===== config.mk =====
export PLATFORM = sky130hd
export DESIGN_NAME = fpu_ss_issue_arbiter_flat
export DESIGN_NICKNAME = d
export VERILOG_FILES = /design/src/rtl/fpu_ss_pkg.sv /design/src/rtl/fpu_ss_issue_arbiter_if.sv /design/src/rtl/fpu_ss_rr_picker.sv /design/src/rtl/fpu_ss_issue_arbiter.sv /design/src/flat_wrapper.sv
export SDC_FILE = /design/constraint.sdc
export NUM_CORES = 1
export LEC_CHECK = 0
export CAP_MARGIN = 10
export CORE_AREA = 2 2 548 550
export CTS_BUF_LIST = sky130_fd_sc_hd__clkbuf_8
export DETAILED_ROUTE_END_ITERATION = 12
export DIE_AREA = 0 0 550 552
export GPL_ROUTABILITY_DRIVEN = 0
export HOLD_SLACK_MARGIN = 0.02
export SLEW_MARGIN = 20
export SYNTH_ARGS = -nofsm -noshare
export SYNTH_HDL_FRONTEND = slang
export SYNTH_SLANG_ARGS = --single-unit

===== constraint.sdc =====
create_clock -name clk_i -period 12.1 [get_ports clk_i]
set_input_delay 1.815 -clock clk_i [delete_from_list [all_inputs] [get_ports clk_i]]
set_output_delay 1.815 -clock clk_i [all_outputs]
set_load 0.02 [all_outputs]

===== src/rtl/fpu_ss_pkg.sv =====
// Shared types for the FPU subsystem issue path: arbiter states, counter width and core-ID type.
package fpu_ss_pkg;

    typedef enum logic {
        IDLE,
        LOCKED
    } arb_state_e;

    localparam int unsigned CNT_W     = 4;
    localparam int unsigned CORE_ID_W = 32;

    typedef logic [CORE_ID_W-1:0] ss_core_id_t;

endpackage


===== src/rtl/fpu_ss_issue_arbiter_if.sv =====
// Core-side issue/result channels and subsystem-side issue/result channels of the shared FPU port.
interface fpu_ss_issue_arbiter_if #(
    parameter int unsigned NB_CORES  = 8,
    parameter int unsigned PAYLOAD_W = 128,
    parameter int unsigned RESULT_W  = 64
);
    import fpu_ss_pkg::*;

    logic [NB_CORES-1:0]           core_issue_valid_i;
    logic [NB_CORES*PAYLOAD_W-1:0] core_issue_payload_i;
    logic [NB_CORES-1:0]           core_issue_ready_o;

    logic                          ss_issue_valid_o;
    logic [PAYLOAD_W-1:0]          ss_issue_payload_o;
    ss_core_id_t                   ss_issue_core_id_o;
    logic                          ss_issue_ready_i;

    logic                          ss_result_valid_i;
    ss_core_id_t                   ss_result_core_id_i;
    logic [RESULT_W-1:0]           ss_result_payload_i;
    logic                          ss_result_ready_o;

    logic [NB_CORES-1:0]           core_result_valid_o;
    logic [RESULT_W-1:0]           core_result_payload_o;
    logic [NB_CORES-1:0]           core_result_ready_i;

    logic [NB_CORES*CNT_W-1:0]     inflight_cnt_o;

    // Arbiter side
    modport slave (
        input  core_issue_valid_i, core_issue_payload_i, ss_issue_ready_i,
               ss_result_valid_i, ss_result_core_id_i, ss_result_payload_i,
               core_result_ready_i,
        output core_issue_ready_o, ss_issue_valid_o, ss_issue_payload_o,
               ss_issue_core_id_o, ss_result_ready_o, core_result_valid_o,
               core_result_payload_o, inflight_cnt_o
    );

    // Environment side (cores + subsystem)
    modport master (
        output core_issue_valid_i, core_issue_payload_i, ss_issue_ready_i,
               ss_result_valid_i, ss_result_core_id_i, ss_result_payload_i,
               core_result_ready_i,
        input  core_issue_ready_o, ss_issue_valid_o, ss_issue_payload_o,
               ss_issue_core_id_o, ss_result_ready_o, core_result_valid_o,
               core_result_payload_o, inflight_cnt_o
    );

endinterface


===== src/rtl/fpu_ss_rr_picker.sv =====
// Combinational round-robin pick: first set bit of eligible at or above rr_ptr, wrapping to 0.
module fpu_ss_rr_picker #(
    parameter int unsigned NB_REQ = 8,
    parameter int unsigned IDX_W  = 3
) (
    input  logic [NB_REQ-1:0] eligible,
    input  logic [IDX_W-1:0]  rr_ptr,
    output logic [IDX_W-1:0]  winner,
    output logic              any_valid
);

    logic             any_hi;
    logic             any_lo;
    logic [IDX_W-1:0] win_hi;
    logic [IDX_W-1:0] win_lo;

    // Descending scan so the lowest matching index in each half wins
    always_comb begin
        any_hi = 1'b0;
        any_lo = 1'b0;
        win_hi = '0;
        win_lo = '0;
        for (int j = int'(NB_REQ) - 1; j >= 0; j--) begin
            if (eligible[j]) begin
                if (j >= int'(rr_ptr)) begin
                    any_hi = 1'b1;
                    win_hi = IDX_W'(j);
                end else begin
                    any_lo = 1'b1;
                    win_lo = IDX_W'(j);
                end
            end
        end
        winner    = any_hi ? win_hi : win_lo;
        any_valid = any_hi | any_lo;
    end

endmodule


===== src/rtl/fpu_ss_issue_arbiter.sv =====
// Shares the fpu_ss issue port among NB_CORES cores: locked round-robin grant, per-core
// outstanding limit, and result routing back to the originating core.
module fpu_ss_issue_arbiter
    import fpu_ss_pkg::*;
#(
    parameter int unsigned NB_CORES     = 8,
    parameter int unsigned PAYLOAD_W    = 128,
    parameter int unsigned RESULT_W     = 64,
    parameter int unsigned MAX_INFLIGHT = 4
) (
    input  logic                 clk_i,
    input  logic                 rst_i,
    fpu_ss_issue_arbiter_if.slave bus
);

    localparam int unsigned IDX_W = (NB_CORES > 1) ? $clog2(NB_CORES) : 1;

    arb_state_e state_q;
    arb_state_e state_d;

    logic [IDX_W-1:0] grant_q;
    logic [IDX_W-1:0] grant_d;
    logic [IDX_W-1:0] rr_ptr_q;
    logic [IDX_W-1:0] rr_ptr_d;
    logic [IDX_W-1:0] winner;
    logic [IDX_W-1:0] cur_grant;

    logic any_eligible;
    logic issue_valid;
    logic issue_hs;
    logic res_in_range;
    logic res_ready;
    logic res_hs;

    logic [NB_CORES-1:0] eligible;
    logic [NB_CORES-1:0] res_sel;
    logic [NB_CORES-1:0] inc;
    logic [NB_CORES-1:0] dec;

    logic [NB_CORES-1:0][CNT_W-1:0] cnt_q;
    logic [NB_CORES-1:0][CNT_W-1:0] cnt_d;

    // Eligibility uses the registered count, so a freed slot is usable one cycle later
    always_comb begin
        eligible = '0;
        for (int c = 0; c < int'(NB_CORES); c++) begin
            eligible[c] = bus.core_issue_valid_i[c] && (cnt_q[c] < CNT_W'(MAX_INFLIGHT));
        end
    end

    fpu_ss_rr_picker #(
        .NB_REQ (NB_CORES),
        .IDX_W  (IDX_W)
    ) u_picker (
        .eligible  (eligible),
        .rr_ptr    (rr_ptr_q),
        .winner    (winner),
        .any_valid (any_eligible)
    );

    // Next-state, grant lock and pointer advance
    always_comb begin
        state_d     = state_q;
        grant_d     = grant_q;
        rr_ptr_d    = rr_ptr_q;
        cur_grant   = winner;
        issue_valid = 1'b0;
        case (state_q)
            IDLE: begin
                cur_grant   = winner;
                issue_valid = any_eligible;
                if (any_eligible && !bus.ss_issue_ready_i) begin
                    state_d = LOCKED;
                    grant_d = winner;
                end
            end
            LOCKED: begin
                cur_grant   = grant_q;
                issue_valid = bus.core_issue_valid_i[grant_q];
                // Accepted, or the locked core withdrew its request
                if (!issue_valid || bus.ss_issue_ready_i) begin
                    state_d = IDLE;
                end
            end
        endcase
        if (rst_i) begin
            issue_valid = 1'b0;
        end
        issue_hs = issue_valid && bus.ss_issue_ready_i;
        if (issue_hs) begin
            rr_ptr_d = (cur_grant == IDX_W'(NB_CORES - 1)) ? '0 : cur_grant + IDX_W'(1);
        end
    end

    always_comb begin
        bus.ss_issue_valid_o   = issue_valid;
        bus.ss_issue_core_id_o = CORE_ID_W'(cur_grant);
        bus.ss_issue_payload_o = '0;
        bus.core_issue_ready_o = '0;
        for (int c = 0; c < int'(NB_CORES); c++) begin
            if (cur_grant == IDX_W'(c)) begin
                bus.ss_issue_payload_o    = bus.core_issue_payload_i[c*PAYLOAD_W +: PAYLOAD_W];
                bus.core_issue_ready_o[c] = issue_hs;
            end
        end
    end

    // Out-of-range IDs select no core and are sunk with ready high
    always_comb begin
        res_in_range = bus.ss_result_core_id_i < CORE_ID_W'(NB_CORES);
        res_sel      = '0;
        for (int c = 0; c < int'(NB_CORES); c++) begin
            res_sel[c] = bus.ss_result_core_id_i == CORE_ID_W'(c);
        end
        res_ready                 = !res_in_range || |(res_sel & bus.core_result_ready_i);
        res_hs                    = bus.ss_result_valid_i && res_ready;
        bus.ss_result_ready_o     = res_ready;
        bus.core_result_valid_o   = {NB_CORES{bus.ss_result_valid_i}} & res_sel;
        bus.core_result_payload_o = bus.ss_result_payload_i;
    end

    always_comb begin
        inc   = '0;
        dec   = '0;
        cnt_d = cnt_q;
        for (int c = 0; c < int'(NB_CORES); c++) begin
            inc[c] = issue_hs && (cur_grant == IDX_W'(c));
            dec[c] = res_hs && res_sel[c];
            if (inc[c] && !dec[c]) begin
                cnt_d[c] = cnt_q[c] + CNT_W'(1);
            end else if (dec[c] && !inc[c] && (cnt_q[c] != '0)) begin
                cnt_d[c] = cnt_q[c] - CNT_W'(1);
            end
        end
        bus.inflight_cnt_o = cnt_q;
    end

    always_ff @(posedge clk_i) begin
        if (rst_i) begin
            state_q  <= IDLE;
            grant_q  <= '0;
            rr_ptr_q <= '0;
            cnt_q    <= '0;
        end else begin
            state_q  <= state_d;
            grant_q  <= grant_d;
            rr_ptr_q <= rr_ptr_d;
            cnt_q    <= cnt_d;
        end
    end

endmodule


===== src/flat_wrapper.sv =====
// flat-port wrapper written by rule: the top's interface ports become plain ports
module fpu_ss_issue_arbiter_flat import fpu_ss_pkg::*;
#(
    parameter int unsigned NB_CORES     = 8,
    parameter int unsigned PAYLOAD_W    = 128,
    parameter int unsigned RESULT_W     = 64,
    parameter int unsigned MAX_INFLIGHT = 4
)
  (clk_i, rst_i, bus_core_issue_valid_i, bus_core_issue_payload_i, bus_ss_issue_ready_i, bus_ss_result_valid_i, bus_ss_result_core_id_i, bus_ss_result_payload_i, bus_core_result_ready_i, bus_core_issue_ready_o, bus_ss_issue_valid_o, bus_ss_issue_payload_o, bus_ss_issue_core_id_o, bus_ss_result_ready_o, bus_core_result_valid_o, bus_core_result_payload_o, bus_inflight_cnt_o);
  fpu_ss_issue_arbiter_if #(.NB_CORES(NB_CORES), .PAYLOAD_W(PAYLOAD_W), .RESULT_W(RESULT_W)) bus_i ();
  input  logic clk_i;
  input  logic rst_i;
  input wire logic [$bits(bus_i.core_issue_valid_i)-1:0] bus_core_issue_valid_i;
  input wire logic [$bits(bus_i.core_issue_payload_i)-1:0] bus_core_issue_payload_i;
  input wire logic [$bits(bus_i.ss_issue_ready_i)-1:0] bus_ss_issue_ready_i;
  input wire logic [$bits(bus_i.ss_result_valid_i)-1:0] bus_ss_result_valid_i;
  input wire logic [$bits(bus_i.ss_result_core_id_i)-1:0] bus_ss_result_core_id_i;
  input wire logic [$bits(bus_i.ss_result_payload_i)-1:0] bus_ss_result_payload_i;
  input wire logic [$bits(bus_i.core_result_ready_i)-1:0] bus_core_result_ready_i;
  output wire logic [$bits(bus_i.core_issue_ready_o)-1:0] bus_core_issue_ready_o;
  output wire logic [$bits(bus_i.ss_issue_valid_o)-1:0] bus_ss_issue_valid_o;
  output wire logic [$bits(bus_i.ss_issue_payload_o)-1:0] bus_ss_issue_payload_o;
  output wire logic [$bits(bus_i.ss_issue_core_id_o)-1:0] bus_ss_issue_core_id_o;
  output wire logic [$bits(bus_i.ss_result_ready_o)-1:0] bus_ss_result_ready_o;
  output wire logic [$bits(bus_i.core_result_valid_o)-1:0] bus_core_result_valid_o;
  output wire logic [$bits(bus_i.core_result_payload_o)-1:0] bus_core_result_payload_o;
  output wire logic [$bits(bus_i.inflight_cnt_o)-1:0] bus_inflight_cnt_o;
  assign bus_i.core_issue_valid_i = bus_core_issue_valid_i;
  assign bus_i.core_issue_payload_i = bus_core_issue_payload_i;
  assign bus_i.ss_issue_ready_i = bus_ss_issue_ready_i;
  assign bus_i.ss_result_valid_i = bus_ss_result_valid_i;
  assign bus_i.ss_result_core_id_i = bus_ss_result_core_id_i;
  assign bus_i.ss_result_payload_i = bus_ss_result_payload_i;
  assign bus_i.core_result_ready_i = bus_core_result_ready_i;
  assign bus_core_issue_ready_o = bus_i.core_issue_ready_o;
  assign bus_ss_issue_valid_o = bus_i.ss_issue_valid_o;
  assign bus_ss_issue_payload_o = bus_i.ss_issue_payload_o;
  assign bus_ss_issue_core_id_o = bus_i.ss_issue_core_id_o;
  assign bus_ss_result_ready_o = bus_i.ss_result_ready_o;
  assign bus_core_result_valid_o = bus_i.core_result_valid_o;
  assign bus_core_result_payload_o = bus_i.core_result_payload_o;
  assign bus_inflight_cnt_o = bus_i.inflight_cnt_o;
  fpu_ss_issue_arbiter #(.NB_CORES(NB_CORES), .PAYLOAD_W(PAYLOAD_W), .RESULT_W(RESULT_W), .MAX_INFLIGHT(MAX_INFLIGHT)) u_core (.clk_i(clk_i), .rst_i(rst_i), .bus(bus_i));
endmodule

==> impl_metrics.env <==
export IMPL_seq_area_frac_synth_pct=5.79
export IMPL_p_clk_share_pct=2.4
export IMPL_cp_arrival_ns=9.02
export IMPL_worst_pin_slew_ns=1.31
export IMPL_design_core_area_mm2=0.298
export IMPL_clock_latency_ns=0.31
export IMPL_setup_tns_ns=0
export IMPL_required_ns=10.28
export IMPL_yosysTopAreaCell="a21oi_1"
export IMPL_gr_total_overflow=0
export IMPL_path_common_cell="a21oi_1"
export IMPL_synth_edff_count=0
export IMPL_finalWorstSetupSlack_ns=1.26
export IMPL_cpPeakStageDelay_ns=1.09
export IMPL_path_class="input port to output port"
export IMPL_end_kind="output port"
export IMPL_slew_headroom_pct=11.6
export IMPL_area_growth_pct=128
export IMPL_cts_sinks=39
export IMPL_synth_area_per_cell_um2=5.88
export IMPL_peakVddDrop_mv=0.0490
export IMPL_start_util_pct=4.52
export IMPL_fin_crit_sh_pct=89.5
export IMPL_cts_buffers=5
export IMPL_rsz0062_at_grt="no"
export IMPL_dp_hpwl_mm=210
export IMPL_clk_pin_slew_ns=0.09
export IMPL_via_per_inst=3.30
export IMPL_port_buffers=1256
export IMPL_io_pins=1414
export IMPL_drv_slew=0
export IMPL_clock_path_buffers=2
export IMPL_drt_first_iter_violations=2180
export IMPL_power_mw=3.65
export IMPL_drv_cap=0
export IMPL_cp_slowest_cell="o311ai_0"
export IMPL_intPower_mw=1.34
export IMPL_combPwrFrac_pct=93.4
export IMPL_clock_skew_ns=0.0137
export IMPL_dieArea_mm2=0.304
export IMPL_cts_root_buf="clkbuf_8"
export IMPL_synth_area_mm2=0.0135
export IMPL_switching_share_pct=63.2
export IMPL_grt_pass1_wl_mm=287
export IMPL_first_pass_iters=7
export IMPL_num_vias=24457
export IMPL_grt_usage_pct=14.8
export IMPL_power_switching_mw=2.31
export IMPL_ys_flop_type="dfxtp_1"
export IMPL_cts_hold_buf=0
export IMPL_post_place_ws_ns=1.26
export IMPL_netlist_area_leader_share_pct=24.6
export IMPL_startpoint_type="input port"
export IMPL_ys_top_cells_by_area="a21oi_1 25%, o311ai_0 8.1%, nand2_1 7.8%"
export IMPL_min_period_ns=10.84
export IMPL_postCtsSetupRepairBufs=0
export IMPL_seqPwrFrac_pct=4.1
export IMPL_synth_most_common_cell="a21oi_1"
export IMPL_cpLargestDelayFamily="compound AO/OA/AOI/OAI gates"
export IMPL_final_antenna_net_count=0
export IMPL_finalSetupViolCount=0
export IMPL_grt_pass1_vias=23197
export IMPL_finalHoldViolCount=0
export IMPL_drc=0
export IMPL_die_h_um=552
export IMPL_path_buf_inv=5
export IMPL_fin_nets=4503
export IMPL_status="finished clean"
export IMPL_synth_cells=2293
export IMPL_synth_common_cells="663 x a21oi_1, 280 x nand2_1, 165 x clkbuf_1, 143 x inv_1"
export IMPL_cts_resized=0
export IMPL_ys_warn_count=0
export IMPL_cts_max_level=2
export IMPL_wl_mm=237
export IMPL_hold_class="register to register"
export IMPL_cp_cell_sequence="clkdlybuf4s50_1 > or3b_1 > o21ai_0 > a21oi_1 > o21ai_0 > a31oi_1 > inv_1 > ha_4 > buf_12 > buf_4 > nand3b_1 > a21oi_1 > a21oi_1 > o311ai_0 > o21ai_0 > a21oi_1 > clkdlybuf4s50_1"
export IMPL_dieWidth_um=550
export IMPL_fmax_ghz=0.0923
export IMPL_drive_gt1_share_pct=4.71
export IMPL_ys_ff_latch=39
export IMPL_wl_per_cell_um=31.9
export IMPL_synth_distinct_cells=80
export IMPL_async_flop_share_pct=0
export IMPL_p_per_area_mw_per_mm2=118
export IMPL_grt_max_degree=140
export IMPL_fp_row_count=201
export IMPL_grt_antenna_before_repair=236
export IMPL_fin_util_pct=10.3
export IMPL_cts_tree="yes"
export IMPL_critPathMaxFanout=56
export IMPL_leakagePower_nw=9.51
state kept, by name, indices dropped and copies added, names as in the netlist:
register,count
u_core.bus.inflight_cnt_o,32
u_core.state_q,1
u_core.rr_ptr_q,3
u_core.grant_q,3
worst register-to-register path, delay by kind of cell, from the launching register on:
family          cells  cell delay (ns)
mux                 2             0.57
simple gates        4             0.90
buf+inv             3             0.86
fa+ha+maj           2             0.78
flops               1             0.71
compound gates      8             1.88
power by group through the flow:
| stage | Sequential, mW | Clock (mW) | Combinational (mW) |
|---|---|---|---|
| finish | 0.151 | 0.0892 | 3.41 |
| global route | 0.152 | 0.0969 | 3.59 |
| floorplan | 0.151 | 0 | 1.24 |
| CTS | 0.150 | 0.0923 | 3.49 |
| detailed placement | 0.153 | 0 | 3.47 |
| global placement | 0.153 | 0 | 3.47 |
layout by cell type, fill, tap and decap left out, types with 5 or more instances in the layout:
master and n:
clkdlybuf4s50_1 1256, a21oi_1 662, nand2_1 280, inv_1 143, nand3b_1 129, o21ai_0 128
o22ai_1 128, diode_2 125, o311ai_0 81, buf_4 81, dfxtp_1 39, o21ai_1 34
o311ai_1 32, nor2_1 31, conb_1 29, nor3_1 24, nor3b_1 19, ha_1 18
nor4_1 14, nor2b_1 13, nand3_1 12, o311ai_2 12, a21o_1 11, mux2i_1 10
buf_12 9, xnor2_1 8, fa_1 8, mux2_1 7, or3b_1 6, nor3_2 5
and4_1 5, clkbuf_8 5
final cells by class:
cell class	count	area [µm²]
Antenna cell	125	313
Clock buffer	5	68.8
Clock inverter	1	3.75
Fill cell	34845	267000
Inverter	144	556
Multi-Input combinational cell	1796	10800
Sequential cell	39	781
Tap cell	3958	4950
Timing Repair Buffer	1347	13400
through the flow:
step,hold slack [ns],instances,cell area [µm²]
after detailed placement,0.545,7284,30400
after global routing,0.586,7334,30600
after global placement,0.536,7281,30300
final,0.558,7415,30800
after floorplan,0.490,2321,13600
after CTS,0.558,7290,30500
final timing paths:
path | cells after the start | slack (ns) | from | end
worst min register to register | 2 | 0.56 | u_core.bus.inflight_cnt_o[25] | u_core.bus.inflight_cnt_o[25]
worst max-delay path | 17 | 1.26 | bus_core_issue_valid_i[2] | bus_ss_issue_payload_o[36]
worst min-delay path | 2 | 0.56 | u_core.bus.inflight_cnt_o[25] | u_core.bus.inflight_cnt_o[25]
worst max register to register | 19 | 6.31 | u_core.rr_ptr_q[2] | u_core.bus.inflight_cnt_o[27]
cell families after synthesis:
group,after synthesis,share of synthesized area [%]
compound gates,1136,48.9
xor+xnor,9,0.584
fa+ha+maj,30,3.23
buf+inv,486,16.9
flops,39,5.79
mux,22,2.08
other cells,1,0.0278
simple gates,570,22.4
layer usage:
| layer | routed length (µm) | vias to the layer above | global-route usage [%] |
|---|---|---|---|
| li1 | - | 10542 | - |
| met1 | 96600 | 11695 | 17.9 |
| met2 | 102000 | 1801 | 22.9 |
| met3 | 29600 | 347 | 7.18 |
| met4 | 8490 | 72 | 4.19 |
| met5 | 489 | - | 0 |
No activity file was read; power rests on OpenSTA's default activity.
==> RTL change: new RTL, same settings <==
`RESULT_W` is set to 64 in 3 places; all go to 32.
--- a/src/rtl/fpu_ss_issue_arbiter_if.sv
+++ b/src/rtl/fpu_ss_issue_arbiter_if.sv
@@ -2,7 +2,7 @@
 interface fpu_ss_issue_arbiter_if #(
     parameter int unsigned NB_CORES  = 8,
     parameter int unsigned PAYLOAD_W = 128,
-    parameter int unsigned RESULT_W  = 64
+    parameter int unsigned RESULT_W  = 32
 );
     import fpu_ss_pkg::*;
 
--- a/src/rtl/fpu_ss_issue_arbiter.sv
+++ b/src/rtl/fpu_ss_issue_arbiter.sv
@@ -5,7 +5,7 @@
 #(
     parameter int unsigned NB_CORES     = 8,
     parameter int unsigned PAYLOAD_W    = 128,
-    parameter int unsigned RESULT_W     = 64,
+    parameter int unsigned RESULT_W     = 32,
     parameter int unsigned MAX_INFLIGHT = 4
 ) (
     input  logic                 clk_i,
--- a/src/flat_wrapper.sv
+++ b/src/flat_wrapper.sv
@@ -3,7 +3,7 @@
 #(
     parameter int unsigned NB_CORES     = 8,
     parameter int unsigned PAYLOAD_W    = 128,
-    parameter int unsigned RESULT_W     = 64,
+    parameter int unsigned RESULT_W     = 32,
     parameter int unsigned MAX_INFLIGHT = 4
 )
   (clk_i, rst_i, bus_core_issue_valid_i, bus_core_issue_payload_i, bus_ss_issue_ready_i, bus_ss_result_valid_i, bus_ss_result_core_id_i, bus_ss_result_payload_i, bus_core_result_ready_i, bus_core_issue_ready_o, bus_ss_issue_valid_o, bus_ss_issue_payload_o, bus_ss_issue_core_id_o, bus_ss_result_ready_o, bus_core_result_valid_o, bus_core_result_payload_o, bus_inflight_cnt_o);
Interface: changed (resized bus_core_result_payload_o and bus_ss_result_payload_i); port bits go from 1414 to 1350. The function was not compared with the original's and may differ.
==> RTL change against the unedited design <==
  * Wire length is 4.6% higher
  * Final area is 0.73% lower
  * Setup slack better by 0.24 ns
  * Die area stayed put
  * Worst hold slack better by 0.0013 ns
  * Global-route usage is 0.73 points higher
  * Register-to-register slack worse by 0.17 ns
  * Total power is 1.2% lower
  * Synthesized cell count is 1.4% lower
  * Area after synthesis is 1.8% lower
  * First-iteration DRC count is 20% lower
  * Sequential cell count stayed put
  * Critical endpoint is now bus_ss_issue_payload_o[125]
  * Largest cell class unchanged
  * Highest routed layer unchanged
==> RTL change: results (changes against the unedited design) <==
| Metric | Value |
|---|---|
| Outcome | completed |
| Fillers | 34944 (+0.28%) |
| Clock network area share | 0.336% (+0.10 points) |
| CP endpoint | bus_ss_issue_payload_o[125] |
| DRT Wirelength | 248000 um (+4.6%) |
| VDD IR max | 0.0680 mV (+39%) |
| Compound-cell area share of the yosys netlist | 49.8% (+0.89 points) |
| WL met2 | 103000 um (+1.3%) |
| Top cells by area, synth | a21oi_1, o311ai_0, nand2_1 |
| Critical path's slowest cell | o311ai_1 |
| R2r startpoint | u_core.bus.inflight_cnt_o[10]$_SDFFE_PP0P_ |
| Final core occ | 10.2% (-0.075 points) |
| Post-route clock period utilization | 87.6% (-2.0 points) |
| Hold Path End | u_core.bus.inflight_cnt_o[13]$_SDFFE_PP0P_ |
| Pin count of the biggest net entering global routing | 103 (-26%) |
| TritonRoute pass-1 iters | 8 (+1) |
| Final Net Count | 4448 (-1.2%) |
| Met3 WL | 36100 um (+22%) |
| Non-clock buffering overhead | 43.2% (-0.16 points) |
| Post-placement cell area | 0.0302 mm2 (-0.68%) |
| Starting DRT DRC Count | 1741 (-20%) |
| Worst Path Arrival | 8.78 ns (-0.24 ns) |
| Plain + repair buffers | 1324 (-1.7%) |
| Post-synthesis sequential area ratio | 5.89% (+0.10 points) |
| P_leak | 9.39 nW (-1.2%) |
| Worst Clk Skew | 0.0123 ns (-0.00149 ns) |
| Combinational gate power | 0.00335 W (-2%) |
| Initial antenna violation count | 342 (+45%) |
| Final hold slack | 0.559 ns (+0.00134 ns) |
| Slew @ Worst Pin | 1.22 ns (-0.0926 ns) |
| Met2 GRT Util | 23.2% (+0.26 points) |
| Non-filler instance count after layout | 7375 (-0.54%) |
| All-layer global routing usage | 15.5% (+0.73 points) |
| XOR/XNOR share of the synthesized area | 0.595% (+0.011 points) |
| Logic pwr share | 92.9% (-0.5 points) |
| Post-route cell area | 0.0306 mm2 (-0.73%) |
| GR Layer Usage met3 | 9.29% (+2.1 points) |
| Clk network pwr share | 2.9% (+0.5 points) |
| CP peak stage delay | 0.86 ns (-0.23 ns) |
| Metal-1 WL | 100000 um (+3.9%) |
| Seq cells | 39 (unchanged) |
[RTL change: changes by cell type in the layout (fill, tap and decap cells not counted), sizes merged]
| cell | unedited run | this run |
|---|---|---|
| buf | 91 | 68 |
| diode | 125 | 107 |
| bufinv | 0 | 1 |
[RTL change: worst reg2reg max path, cell delays in order (launching register included)]
cell	delay (ns)
dfxtp_1	0.38
or3b_1	0.53
o21ai_0	0.29
a21oi_1	0.17
o21ai_0	0.38
a31oi_1	0.35
inv_1	0.28
ha_4	0.64
buf_4	0.55
nand2_1	0.10
a21oi_1	0.22
o31ai_1	0.20
nor3_2	0.35
inv_1	0.17
ha_1	0.29
a21o_1	0.17
a21o_1	0.18
a2111oi_2	0.32
o21ai_0	0.12
nor3b_1	0.15
